**config.mk**
```make
export PLATFORM = sky130hd
export DESIGN_NAME = clock_divider_monitor
export DESIGN_NICKNAME = d
export VERILOG_FILES = /design/src/rtl/clock_divider_monitor_pkg.sv /design/src/rtl/clock_divider_monitor_sync_edge_detect.sv /design/src/rtl/clock_divider_monitor.sv
export SDC_FILE = /design/constraint.sdc
export NUM_CORES = 1
export LEC_CHECK = 0
export CORE_MARGIN = 1
export CORE_UTILIZATION = 35
export DETAILED_ROUTE_END_ITERATION = 7
export PLACE_DENSITY_LB_ADDON = 0.1
export SYNTH_ARGS = -nofsm -noshare
export SYNTH_HDL_FRONTEND = slang
export SYNTH_HIERARCHICAL = 1
export SYNTH_SLANG_ARGS = --single-unit
```
**constraint.sdc**
```tcl
create_clock -name clock -period 3.05 [get_ports clock]
set_clock_uncertainty 0.2 [all_clocks]
set_input_delay 0.4575 -clock clock [delete_from_list [all_inputs] [get_ports clock]]
set_output_delay 0.4575 -clock clock [all_outputs]
set_load 0.02 [all_outputs]
```
**src/rtl/clock_divider_monitor_pkg.sv**
```systemverilog
// -----------------------------------------------------------------------------
// clock_divider_monitor_pkg
//   Shared definitions for the divided-clock monitor:
//     - FSM state encoding (IDLE / ARM / MEASURE), also visible on io_state
//     - default widths, tolerance and lost-clock timeout
//   CDM_TIMEOUT is also the value the clock_divider_sim instantiation helpers
//   use, so a monitor and its divider agree on what "lost clock" means.
// -----------------------------------------------------------------------------
package clock_divider_monitor_pkg;

  localparam int unsigned CDM_DIV_W   = 8;
  localparam int unsigned CDM_CNT_W   = 16;
  localparam int unsigned CDM_TOL     = 1;
  localparam int unsigned CDM_TIMEOUT = 1024;

  typedef enum logic [1:0] {
    ST_IDLE    = 2'd0,
    ST_ARM     = 2'd1,
    ST_MEASURE = 2'd2
  } cdm_state_e;

endpackage

```
**src/rtl/clock_divider_monitor_sync_edge_detect.sv**
```systemverilog
// -----------------------------------------------------------------------------
// sync_edge_detect
//   Three-flop synchronizer for an asynchronous level input, with a rising
//   edge detector on the synchronized level. Usable for any async level.
//
//   Ports:
//     clk_i    sampling clock
//     rst_ni   asynchronous active-low reset
//     async_i  asynchronous level input
//     level_o  synchronized level (second flop)
//     rise_o   one-cycle pulse on a synchronized 0->1 transition
//
//   Latency: async_i first sampled high at edge N -> rise_o high during the
//   cycle after edge N+1.
// -----------------------------------------------------------------------------
module sync_edge_detect (
  input  logic clk_i,
  input  logic rst_ni,
  input  logic async_i,
  output logic level_o,
  output logic rise_o
);

  logic s1_q;
  logic s2_q;
  logic s3_q;

  always_ff @(posedge clk_i or negedge rst_ni) begin
    if (!rst_ni) begin
      s1_q <= 1'b0;
      s2_q <= 1'b0;
      s3_q <= 1'b0;
    end else begin
      s1_q <= async_i;
      s2_q <= s1_q;
      s3_q <= s2_q;
    end
  end

  // s3 only delays s2 for the edge detector; it never feeds level_o.
  assign level_o = s2_q;
  assign rise_o  = s2_q & ~s3_q;

endmodule

```
**src/rtl/clock_divider_monitor.sv**
```systemverilog
// -----------------------------------------------------------------------------
// clock_divider_monitor
//   Samples a divided clock as asynchronous data in the reference clock domain,
//   measures its period and high time in reference cycles, flags a period that
//   differs from io_div by more than TOL, and flags a lost clock.
//
//   Parameters:
//     DIV_W    width of io_div
//     CNT_W    width of the period/high counters and outputs (CNT_W >= DIV_W)
//     TOL      allowed |period - io_div| before io_err_period is raised
//     TIMEOUT  reference cycles without a rising edge before io_err_timeout;
//              must be < 2^CNT_W
//
//   Ports:
//     clock           reference clock
//     reset           asynchronous active-low reset
//     io_en           measurement enable; 0 forces IDLE on the next cycle
//     io_clear        synchronous clear of the sticky error flags
//     io_div          expected divide ratio (sampled at each rising edge)
//     io_clock_in     divided clock under test, asynchronous to clock
//     io_period       last measured period (reference cycles)
//     io_high         last measured high time (reference cycles)
//     io_valid        one-cycle pulse in the cycle io_period/io_high update;
//                     there is no back-pressure, a consumer must take it then
//     io_err_period   sticky period-mismatch flag
//     io_err_timeout  sticky lost-clock flag
//     io_state        FSM state (cdm_state_e), for debug
// -----------------------------------------------------------------------------
module clock_divider_monitor
  import clock_divider_monitor_pkg::*;
#(
  parameter int unsigned DIV_W   = CDM_DIV_W,
  parameter int unsigned CNT_W   = CDM_CNT_W,
  parameter int unsigned TOL     = CDM_TOL,
  parameter int unsigned TIMEOUT = CDM_TIMEOUT
) (
  input  logic             clock,
  input  logic             reset,
  input  logic             io_en,
  input  logic             io_clear,
  input  logic [DIV_W-1:0] io_div,
  input  logic             io_clock_in,
  output logic [CNT_W-1:0] io_period,
  output logic [CNT_W-1:0] io_high,
  output logic             io_valid,
  output logic             io_err_period,
  output logic             io_err_timeout,
  output logic [1:0]       io_state
);

  localparam int unsigned DW = CNT_W + 1;
  localparam logic [CNT_W:0]   TOL_V     = DW'(TOL);
  localparam logic [CNT_W-1:0] TIMEOUT_V = CNT_W'(TIMEOUT);
  localparam logic [CNT_W-1:0] CNT_ONE   = CNT_W'(1);

  // ---------------------------------------------------------------------------
  // Synchronizer / edge detect
  // ---------------------------------------------------------------------------
  logic level;
  logic rise;

  sync_edge_detect u_sync (
    .clk_i   (clock),
    .rst_ni  (reset),
    .async_i (io_clock_in),
    .level_o (level),
    .rise_o  (rise)
  );

  // ---------------------------------------------------------------------------
  // State
  // ---------------------------------------------------------------------------
  cdm_state_e       state_q,  state_d;
  logic [CNT_W-1:0] cnt_q,    cnt_d;
  logic [CNT_W-1:0] hcnt_q,   hcnt_d;
  logic [CNT_W-1:0] period_q, period_d;
  logic [CNT_W-1:0] high_q,   high_d;
  logic             valid_q,  valid_d;
  logic             errp_q,   errp_d;
  logic             errt_q,   errt_d;

  // ---------------------------------------------------------------------------
  // Datapath helpers
  // ---------------------------------------------------------------------------
  logic [CNT_W-1:0] cnt_inc;
  logic [CNT_W-1:0] hcnt_inc;
  logic             timeout_hit;

  // Saturating increments: a stuck input must never wrap a counter back into
  // a plausible-looking period.
  assign cnt_inc     = (cnt_q  == '1) ? cnt_q  : cnt_q  + CNT_ONE;
  assign hcnt_inc    = (hcnt_q == '1) ? hcnt_q : hcnt_q + CNT_ONE;
  assign timeout_hit = (cnt_q == TIMEOUT_V);

  // Period check in CNT_W+1 signed bits so io_div > cnt goes negative cleanly.
  logic [CNT_W:0]        div_ext;
  logic signed [CNT_W:0] diff;
  logic [CNT_W:0]        diff_mag;
  logic                  period_bad;

  assign div_ext    = DW'(io_div);
  assign diff       = $signed({1'b0, cnt_q}) - $signed(div_ext);
  assign diff_mag   = diff[CNT_W] ? $unsigned(-diff) : $unsigned(diff);
  assign period_bad = (diff_mag > TOL_V);

  // ---------------------------------------------------------------------------
  // Next-state logic
  // ---------------------------------------------------------------------------
  logic errp_new;
  logic errt_new;

  always_comb begin
    state_d  = state_q;
    cnt_d    = cnt_q;
    hcnt_d   = hcnt_q;
    period_d = period_q;
    high_d   = high_q;
    valid_d  = 1'b0;
    errp_new = 1'b0;
    errt_new = 1'b0;

    case (state_q)
      ST_IDLE: begin
        cnt_d  = '0;
        hcnt_d = '0;
        state_d = ST_ARM;
      end

      ST_ARM: begin
        cnt_d  = cnt_inc;
        hcnt_d = level ? hcnt_inc : hcnt_q;
        if (rise) begin
          // First edge only aligns the measurement; the partial period
          // before it is thrown away.
          cnt_d   = CNT_ONE;
          hcnt_d  = CNT_ONE;
          state_d = ST_MEASURE;
        end else if (timeout_hit) begin
          errt_new = 1'b1;
          cnt_d    = '0;
          hcnt_d   = '0;
        end
      end

      ST_MEASURE: begin
        cnt_d  = cnt_inc;
        hcnt_d = level ? hcnt_inc : hcnt_q;
        if (rise) begin
          period_d = cnt_q;
          high_d   = hcnt_q;
          valid_d  = 1'b1;
          errp_new = period_bad;
          // s2 is high on the rise cycle, so both counters restart at 1.
          cnt_d    = CNT_ONE;
          hcnt_d   = CNT_ONE;
        end else if (timeout_hit) begin
          errt_new = 1'b1;
          cnt_d    = '0;
          hcnt_d   = '0;
          state_d  = ST_ARM;
        end
      end

      default: begin
        cnt_d   = '0;
        hcnt_d  = '0;
        state_d = ST_IDLE;
      end
    endcase

    // Disable overrides everything, including a coincident rise. The last
    // measurement stays visible on io_period/io_high.
    if (!io_en) begin
      state_d  = ST_IDLE;
      cnt_d    = '0;
      hcnt_d   = '0;
      period_d = period_q;
      high_d   = high_q;
      valid_d  = 1'b0;
      errp_new = 1'b0;
      errt_new = 1'b0;
    end

    // A new error in the same cycle as io_clear wins.
    errp_d = (errp_q & ~io_clear) | errp_new;
    errt_d = (errt_q & ~io_clear) | errt_new;
  end

  // ---------------------------------------------------------------------------
  // Registers
  // ---------------------------------------------------------------------------
  always_ff @(posedge clock or negedge reset) begin
    if (!reset) begin
      state_q  <= ST_IDLE;
      cnt_q    <= '0;
      hcnt_q   <= '0;
      period_q <= '0;
      high_q   <= '0;
      valid_q  <= 1'b0;
      errp_q   <= 1'b0;
      errt_q   <= 1'b0;
    end else begin
      state_q  <= state_d;
      cnt_q    <= cnt_d;
      hcnt_q   <= hcnt_d;
      period_q <= period_d;
      high_q   <= high_d;
      valid_q  <= valid_d;
      errp_q   <= errp_d;
      errt_q   <= errt_d;
    end
  end

  // ---------------------------------------------------------------------------
  // Outputs (all straight from flops)
  // ---------------------------------------------------------------------------
  assign io_period      = period_q;
  assign io_high        = high_q;
  assign io_valid       = valid_q;
  assign io_err_period  = errp_q;
  assign io_err_timeout = errt_q;
  assign io_state       = state_q;

endmodule

```
---- After elaboration in Yosys (flattened, before gate mapping) ----
Cells that the tools add are included.
cells by class
  eq/ne operators ......................... 11
  magnitude comparators ................... 1
  bitwise gates (word level) .............. 7
  multiplexer cells ....................... 27
  reduce and logical (&&, ||, !) cells .... 5
  add/sub/neg operators ................... 4
operators by type and width
  cell                   number
  $mux 16                11
  $add 16x1->16 const B  2
  $eq 16x16->1 const B   2
  $gt 17x1->1 const B    1
  $mux 17                1
  $neg 17->17            1
  $sub 16x8->17          1
  $eq 16x11->1 const B   1
  $mux 1                 10
  $ne 5x5->1 const B     2
  $ne 3x3->1 const B     3
  $mux 2                 4
  $pmux 2 s3             1
  $reduce_and 3->1       2
  $ne 5x2->1 const B     1
  $and 1x1->1            3
  $eq 2x1->1 const B     1
  $eq 2x2->1 const B     1
  $logic_not 2->1        1
  $not 1->1              2
  $or 1x1->1             2
  $reduce_and 2->1       1
  $reduce_or 2->1        1
storage, ports and cells
  input bits .............................. 13
  register bits ........................... 72
  output and inout bits ................... 37

---- Logic depth before layout (Yosys ltp) ----
Gate-level depths: netlist of the first run.
  depth after elaboration ................. 8
  mapped depth ............................ 11
  depth with buffers taken out ............ 11

---- Modules after synthesis ----
The synthesis of the first run kept the hierarchy.
by module, submodules not included
  module                 area each (um2)  instances  cells an instance
  clock_divider_monitor  3865.0           1          375
  sync_edge_detect       88.8             1          4

---- Worst setup path after synthesis of the first run ----
OpenSTA, ideal clock, no wires.
  path kind ............................... input -> register
  start ................................... input port io_div[0]
  end ..................................... register errp_q, in the netlist io_err_period
  cell stages on the path ................. 9
  data arrival time ....................... 2.670 ns
  path buffers ............................ 0
  path slack .............................. 0.056 ns
  cell sequence ........................... ha_1 fa_1 xor2_2 nand3_2 or4_1 a311o_1 o31ai_1 nand4_1 o31a_1
between the ends
  cells in the longest elaborated chain, start to end .. 8
RTL lines
  element                 line                          source
  start: declaration      clock_divider_monitor.sv:41   input logic [DIV_W-1:0] io_div,
  $sub 16x8->17 *         clock_divider_monitor.sv:102  assign diff = $signed({1'b0, cnt_q}) - $signed(div_ext);
  $neg 17->17             clock_divider_monitor.sv:103  assign diff_mag = diff[CNT_W] ? $unsigned(-diff) : $unsigned(diff);
  $mux 17 *               clock_divider_monitor.sv:103
  $gt 17x1->1 *           clock_divider_monitor.sv:104  assign period_bad = (diff_mag > TOL_V);
  $mux 1 *                clock_divider_monitor.sv:148  if (rise) begin
  $mux 1 *                clock_divider_monitor.sv:122  case (state_q)
  $mux 1 *                clock_divider_monitor.sv:173  if (!io_en) begin
  $or 1x1->1 *            clock_divider_monitor.sv:185  errp_d = (errp_q & ~io_clear) | errp_new;
  net errp_d              clock_divider_monitor.sv:79   logic errp_q, errp_d;
  end signal: assignment  clock_divider_monitor.sv:209  errp_q <= errp_d;
  end: declaration        clock_divider_monitor.sv:79
Mark *: on every way through the listed nets, which the timed path passes. The rest lies on a longest branch.
A chain may end at the register's enable or synchronous reset.

---- Final worst setup path of the first run ----
  start ................................... input port io_div[3]
  end ..................................... register errp_q, in the netlist io_err_period
Same word-level chain as after synthesis.

==> reports/metrics.cfg, run 1 <==
[drt]
initialDrtViolationCount=84
drtAntennaViolNets=0
via_count=3047
drt_wl_total_um=8705
firstDrtPassIters=5
wl_per_cell_um=14.15
drc_errors=0
vias_per_cell=4.954

[grt]
grt_use_total_pct=16.23
grt-ovfl-total=0
grt_pass1_vias=3103
grt_start_max_net_pins=73
grt_first_pass_wirelength_um=14790
antenna_found_initial=0

[final_layout]
drive_above_1_share_pct=24.63
instances_no_fill=615
fin_nets=500
antennaDiodeCount=0
finish.utilization_pct=48.47
fill_cells=1067
syn_to_final_growth_pct=34.05

[job]
drv_cap=0

[floorplanning]
io_pins=50
num_rows=38
core_sq_mm=0.01094
start_util_pct=36.16
die_h_um=108.3
die_w_um=108.3
dieArea_sq_mm=0.01173

[synth]
synth_fp_nets=409
synth_edf_count=0
syn_area_sq_mm=0.003954
synth_area_per_cell_sq_um=10.43
ys_seq_elements=72
synth_top_cell_by_area=dfrtp_1
synth_common_cells=dfrtp_1, nor2_1, mux2_2, nand2_1, xor2_1
synth_async_sr_flop_share_pct=100.0
synthCells=379
synth.top_cell.area_share_pct=45.57
ys.flop_type=dfrtp_1
yosysMostFrequentCell=dfrtp_1
synthTopCellsByArea=dfrtp_1, mux2_2, xor2_1, ha_1, nor2_1
yosysSeqAreaShare_pct=45.57
yosysWarnings=6
ys_types=58

[worst_setup_path]
reg2reg_slack_ps=20
path_max_fanout=8
endpoint_kind=flip-flop
critPathArrivalTime_ps=3050
worstSetupPathType=in -> reg
critPathRequiredTime_ps=3060
reg2reg_depth=11
r2r-end=io_err_period$_DFF_PN0_
r2r-start=cnt_q[0]$_DFFE_PN0P_
startpoint_type=input port

[hold_path]
hp-class=in -> async

[timing]
fmax_ghz=0.3296
tightestPinTransition_ps=912.2
post-route-period-util_pct=99.49
hold_viol=0
setup_viol=0
max_slew_margin_pct=39.19
period_minus_slack_ps=3034
rsz0062_at_grt=true
drv_slew=0

[cts]
cts_tree=built
h-tree-depth=3
clock_latency_ps=330
clock_tree.root_cell=clkbuf_16
cts_buffer_depth=2
cts-hold-fix-buffers=0
path_clk_slew_ps=60
clock-sinks=72
cts_made_buffers=9

[power]
ir_worst_vdd_v=0.0002789
power_w=0.002616
p_leak_nw=2.366
p_per_area_mw_per_mm2=493.5

[place]
place.gp.congestion=0.8003
dp_cells=598
io_buffers=49
hpwl_um=6153

[outcome]
status=complete, no violations

[stage by stage]
stage | setup slack, ps | TNS (ps) | hold WS, ps | instance area [sq um]
2_1_floorplan | 55.71 | 0 | -38.09 | 3954
3_3_place_gp | -412.1 | -412.1 | 143.8 | 4870
3_5_place_dp | -470.1 | -470.1 | 134.7 | 4870
4_1_cts | 3.403 | 0 | 99.32 | 5200
5_1_grt | -80.56 | -80.56 | 141.4 | 5300
6_report | 15.69 | 0 | 57.46 | 5300
[per-layer routing]
metal | wire, um | share of wire, % | global-route usage [%]
met1 | 4453 | 51 | 22.84
met2 | 3891 | 45 | 24.57
met3 | 299 | 3.4 | 3.858
met4 | 61 | 0.70 | 5.212
met5 | 0 | 0 | 0
[sequential cells by signal, summed over array words and instances, names as in the netlist]
signal,cells
cnt_q,16
hcnt_q,16
io_high,16
io_period,16
io_state,2
io_err_period,1
io_err_timeout,1
io_valid,1
u_sync/level_o,1
u_sync/s1_q,1
u_sync/s3_q,1
[worst max-delay path: stages]
cell             delay (ps)
clkdlybuf4s50_1         450
inv_1                    60
ha_4                    270
or2_0                   220
o22a_2                  220
or4_4                   520
a311o_1                 380
o31ai_1                  80
nand4_1                 120
o31a_1                  280
[worst max-delay path by stage]
stage	startpoint	to	slack, ps	cells past startpoint
6_report	io_div[3]	io_err_period$_DFF_PN0_	20	10
5_1_grt	cnt_q[0]$_DFFE_PN0P_	io_err_period$_DFF_PN0_	-80	11
4_1_cts	io_div[0]	io_err_period$_DFF_PN0_	3	10
3_5_place_dp	io_div[0]	io_err_period$_DFF_PN0_	-470	11
3_3_place_gp	io_div[0]	io_err_period$_DFF_PN0_	-410	11
2_1_floorplan	io_div[0]	io_err_period$_DFF_PN0_	60	9
[logic make-up (layout without fill, tap and decap cells)]
family          count (synthesis)  in the layout  synth area share [%]
simple gates                  147            147                 19.62
buf+inv                        29            125                 3.607
flops                          72             72                 45.57
compound gates                 45             45                 8.133
mux                            35             35                 9.778
xor+xnor                       34             34                 7.722
fa+ha+maj                      17             17                 5.570
[timing repair]
item | in CTS | in global routing
setup buffers | 0 | 1
pin swaps | 4 | 8
resized for setup | 7 | 17
setup endpoints to repair | 1 | 1
[power breakdown]
group          switching, W  internal (W)  leakage (nW)
Clock              0.000417      0.000659         0.150
Sequential        0.0000270      0.000986         0.994
Combinational      0.000269      0.000258          1.22
[final cells by class]
class                      count  area, sq um  share of cell area, %
sequential                    72         1803                  34.02
multi-input combinational    278         2120                  39.99
timing repair buffer          93        835.8                  15.77
clock buffer                  10        239.0                  4.509
inverter                      16        60.06                  1.133
clock inverter                 6        67.56                  1.275
tap                          140        175.2                  3.305
[cells in the final DEF (no fill, tap or decap), types with 6 or more instances in the layout]
| master | synthesis | final |
|---|---|---|
| a21oi_1 | 9 | 7 |
| buf_4 | 0 | 43 |
| clkbuf_16 | 0 | 9 |
| clkdlybuf4s50_1 | 0 | 46 |
| dfrtp_1 | 72 | 71 |
| ha_1 | 16 | 12 |
| inv_1 | 16 | 15 |
| mux2_2 | 28 | 28 |
| mux2i_1 | 6 | 6 |
| nand2_1 | 28 | 27 |
| nand3_1 | 12 | 12 |
| nand4_1 | 12 | 12 |
| nor2_1 | 45 | 44 |
| nor3_1 | 8 | 8 |
| o21ai_0 | 8 | 8 |
| xnor2_1 | 7 | 7 |
| xor2_1 | 26 | 25 |
No activity file was read; power rests on OpenSTA's default activity.
==> run 2, diff against run 1 <==
ABC_AREA = 0   (was default)
CTS_CLUSTER_SIZE = 10   (was default)
==> results of run 2 <==
Same layout as run 1: the final DEF is identical, and so are final timing and power.
==> run 3, diff against run 2 <==
MAX_ROUTING_LAYER = met4   (was default)
==> run 3 against run 2 <==
Effect of this change: critical path depth did not move; cell count did not move; utilization did not move; combinational power barely moved; sequential share of layout area did not move; maximum frequency barely moved; global-route usage rose by 0.50 points; sequential power barely moved; non-clock buffer count did not move; critical path type unchanged.
==> reports/metrics.cfg, run 3 (same netlist as run 1, synthesis figures left out) <==
[place]
io_buffers=49  ; unchanged
placed_cell_area_sq_mm=0.004870  ; unchanged
dp_cells=598  ; unchanged
place.gp.congestion=0.8118  ; was 0.8003
hpwl_um=6153  ; unchanged
dp_slack_ps=-470.1  ; unchanged

[final_layout]
instances_no_fill=615  ; unchanged
drive_above_1_share_pct=24.63  ; unchanged
layout_common_cells=dfrtp_1, clkdlybuf4s50_1, nor2_1  ; unchanged
final_area_sq_mm=0.005300  ; unchanged
final_common_cell=dfrtp_1  ; unchanged
fin_nets=500  ; unchanged
antennaDiodeCount=0  ; unchanged
syn_to_final_growth_pct=34.05  ; unchanged

[power]
intPower_w=0.001903  ; about the same
ir_worst_vdd_v=0.0002794  ; was 0.0002789 V
p_leak_nw=2.366  ; unchanged
power.switching_w=0.0007133  ; was 0.0007126 W
p_per_area_mw_per_mm2=493.6  ; was 493.5 mW/mm^2
seqPwrFrac_pct=38.7  ; about the same
comb_power_share_pct=20.1  ; about the same
sw_frac_of_total_pct=27.27  ; was 27.24%
pwr-share-clk_pct=41.2  ; about the same
power_w=0.002616  ; about the same

[floorplanning]
dieArea_sq_mm=0.01173  ; unchanged
num_rows=38  ; unchanged
die_w_um=108.3  ; unchanged
core_sq_mm=0.01094  ; unchanged
io_pins=50  ; unchanged
start_util_pct=36.16  ; unchanged
die_h_um=108.3  ; unchanged

[worst_setup_path]
startpoint_type=input port  ; unchanged
crit_slowest_cell=or4_4  ; unchanged
critPathMaxStageDelay_ps=520  ; about the same
critPathArrivalTime_ps=3050  ; about the same
worstSetupPathType=in -> reg  ; unchanged
critPathRequiredTime_ps=3070  ; was 3060 ps
worstPathCellList=clkdlybuf4s50_1, inv_1, ha_4, or2_0, o22a_2, or4_4, a311o_1, o31ai_1, nand4_1, o31a_1  ; unchanged
endpoint_kind=flip-flop  ; unchanged
path_max_fanout=8  ; unchanged

[drt]
drt_wl_total_um=8727  ; was 8705 um
drc_errors=0  ; unchanged
wl_per_cell_um=14.19  ; was 14.15 um
vias_per_cell=4.984  ; was 4.954
via_count=3065  ; was 3,047
drtAntennaViolNets=0  ; unchanged
firstDrtPassIters=4  ; was 5
initialDrtViolationCount=83  ; was 84

[cts]
cts_made_buffers=9  ; unchanged
h-tree-depth=3  ; unchanged
clock_latency_ps=330  ; about the same
clock-sinks=72  ; unchanged
cts_tree=built  ; unchanged
path_clk_slew_ps=60  ; about the same
clock_tree.root_cell=clkbuf_16  ; unchanged
cts_buffer_depth=2  ; unchanged

[grt]
antenna_found_initial=0  ; unchanged
grt_first_pass_wirelength_um=14790  ; about the same
grt_pass1_vias=3106  ; was 3,103
grt_start_max_net_pins=73  ; unchanged
grt_use_total_pct=16.73  ; was 16.23%
grt-ovfl-total=0  ; unchanged

[timing]
drv_slew=0  ; unchanged
post-route-period-util_pct=99.39  ; was 99.49%
period_minus_slack_ps=3032  ; was 3034 ps
tightestPinTransition_ps=909.6  ; was 912.2 ps
rsz0062_at_grt=true  ; unchanged
hold_viol=0  ; unchanged
setup_viol=0  ; unchanged
hold-worst-slack_ps=53.37  ; was 57.46 ps
max_slew_margin_pct=39.36  ; was 39.19%
timing.final.ws_setup_ps=18.47  ; was 15.69 ps
fmax_ghz=0.3299  ; was 0.3296 GHz

[hold_path]
hp-class=in -> async  ; unchanged

[job]
drv_cap=0  ; unchanged

[outcome]
status=complete, no violations  ; unchanged

-- run 3: cell counts in the layout (fill, tap and decap cells not counted) --
Identical to the previous run, type by type.
-- run 3: worst paths after layout --
| path | start | to | slack (ps) | depth (start not counted) |
|---|---|---|---|---|
| setup / recovery | io_div[3] | io_err_period$_DFF_PN0_ | 20 | 10 |
| hold / removal | reset | io_state[0]$_DFFE_PN0P_ | 50 | 1 |
| setup reg to reg | cnt_q[0]$_DFFE_PN0P_ | io_err_period$_DFF_PN0_ | 30 | 11 |
| hold reg to reg | u_sync/s1_q$_DFF_PN0_ | u_sync/level_o$_DFF_PN0_ | 170 | 0 |
| max in group asynchronous | reset | cnt_q[1]$_DFFE_PN0P_ | 1960 | 1 |
| min in group clock | u_sync/s1_q$_DFF_PN0_ | u_sync/level_o$_DFF_PN0_ | 170 | 0 |
-- run 3: area by class of cell --
| cell class | count | area, sq um |
|---|---|---|
| Multi-Input combinational cell | 278 | 2120 |
| Tap cell | 140 | 175.2 |
| Inverter | 16 | 60.06 |
| Sequential cell | 72 | 1803 |
| Clock inverter | 6 | 67.56 |
| Timing Repair Buffer | 93 | 835.8 |
| Fill cell | 1067 | 5635 |
| Clock buffer | 10 | 239.0 |
-- run 3: timing repair --
item,4_1_cts,5_1_grt
setup endpoints to repair,1,1
pin swaps,4,8
gates resized for setup,7,17
buffers inserted,0,1
hold buffers,0,0
gates cloned,0,0
-- run 3: power by group through the flow --
stage,clock network [W],logic [W],registers [W]
floorplan,0,0.000235,0.00105
global placement,0,0.000462,0.00103
detailed placement,0,0.000470,0.00103
CTS,0.00110,0.000491,0.00101
global route,0.00115,0.000593,0.00102
finish,0.00108,0.000526,0.00101
-- run 3: metrics by stage --
| stage | utilization, % | TNS, ps |
|---|---|---|
| 2_1_floorplan | - | 0 |
| 6_report | 48.47 | 0 |
| 3_3_place_gp | 44.53 | -412.1 |
| 3_5_place_dp | 44.53 | -470.1 |
| 5_1_grt | 48.47 | -80.58 |
| 4_1_cts | 47.55 | 0 |
-- run 3: layer usage --
metal / GRT usage, % / vias to the layer above / share of wire [%]
li1: - / 1515 / -
met1: 22.99 / 1482 / 51
met2: 24.52 / 56 / 44
met3: 3.737 / 12 / 3.5
met4: 5.212 / 0 / 1.2
met5: - / - / 0
-- run 3: worst max-delay path: cells and delay by family --
family	cells	cell delay, ps
adders and majority gates	1	270
AOI/OAI and AO/OA	4	960
buffers and inverters	2	510
and+or+nand+nor	3	860
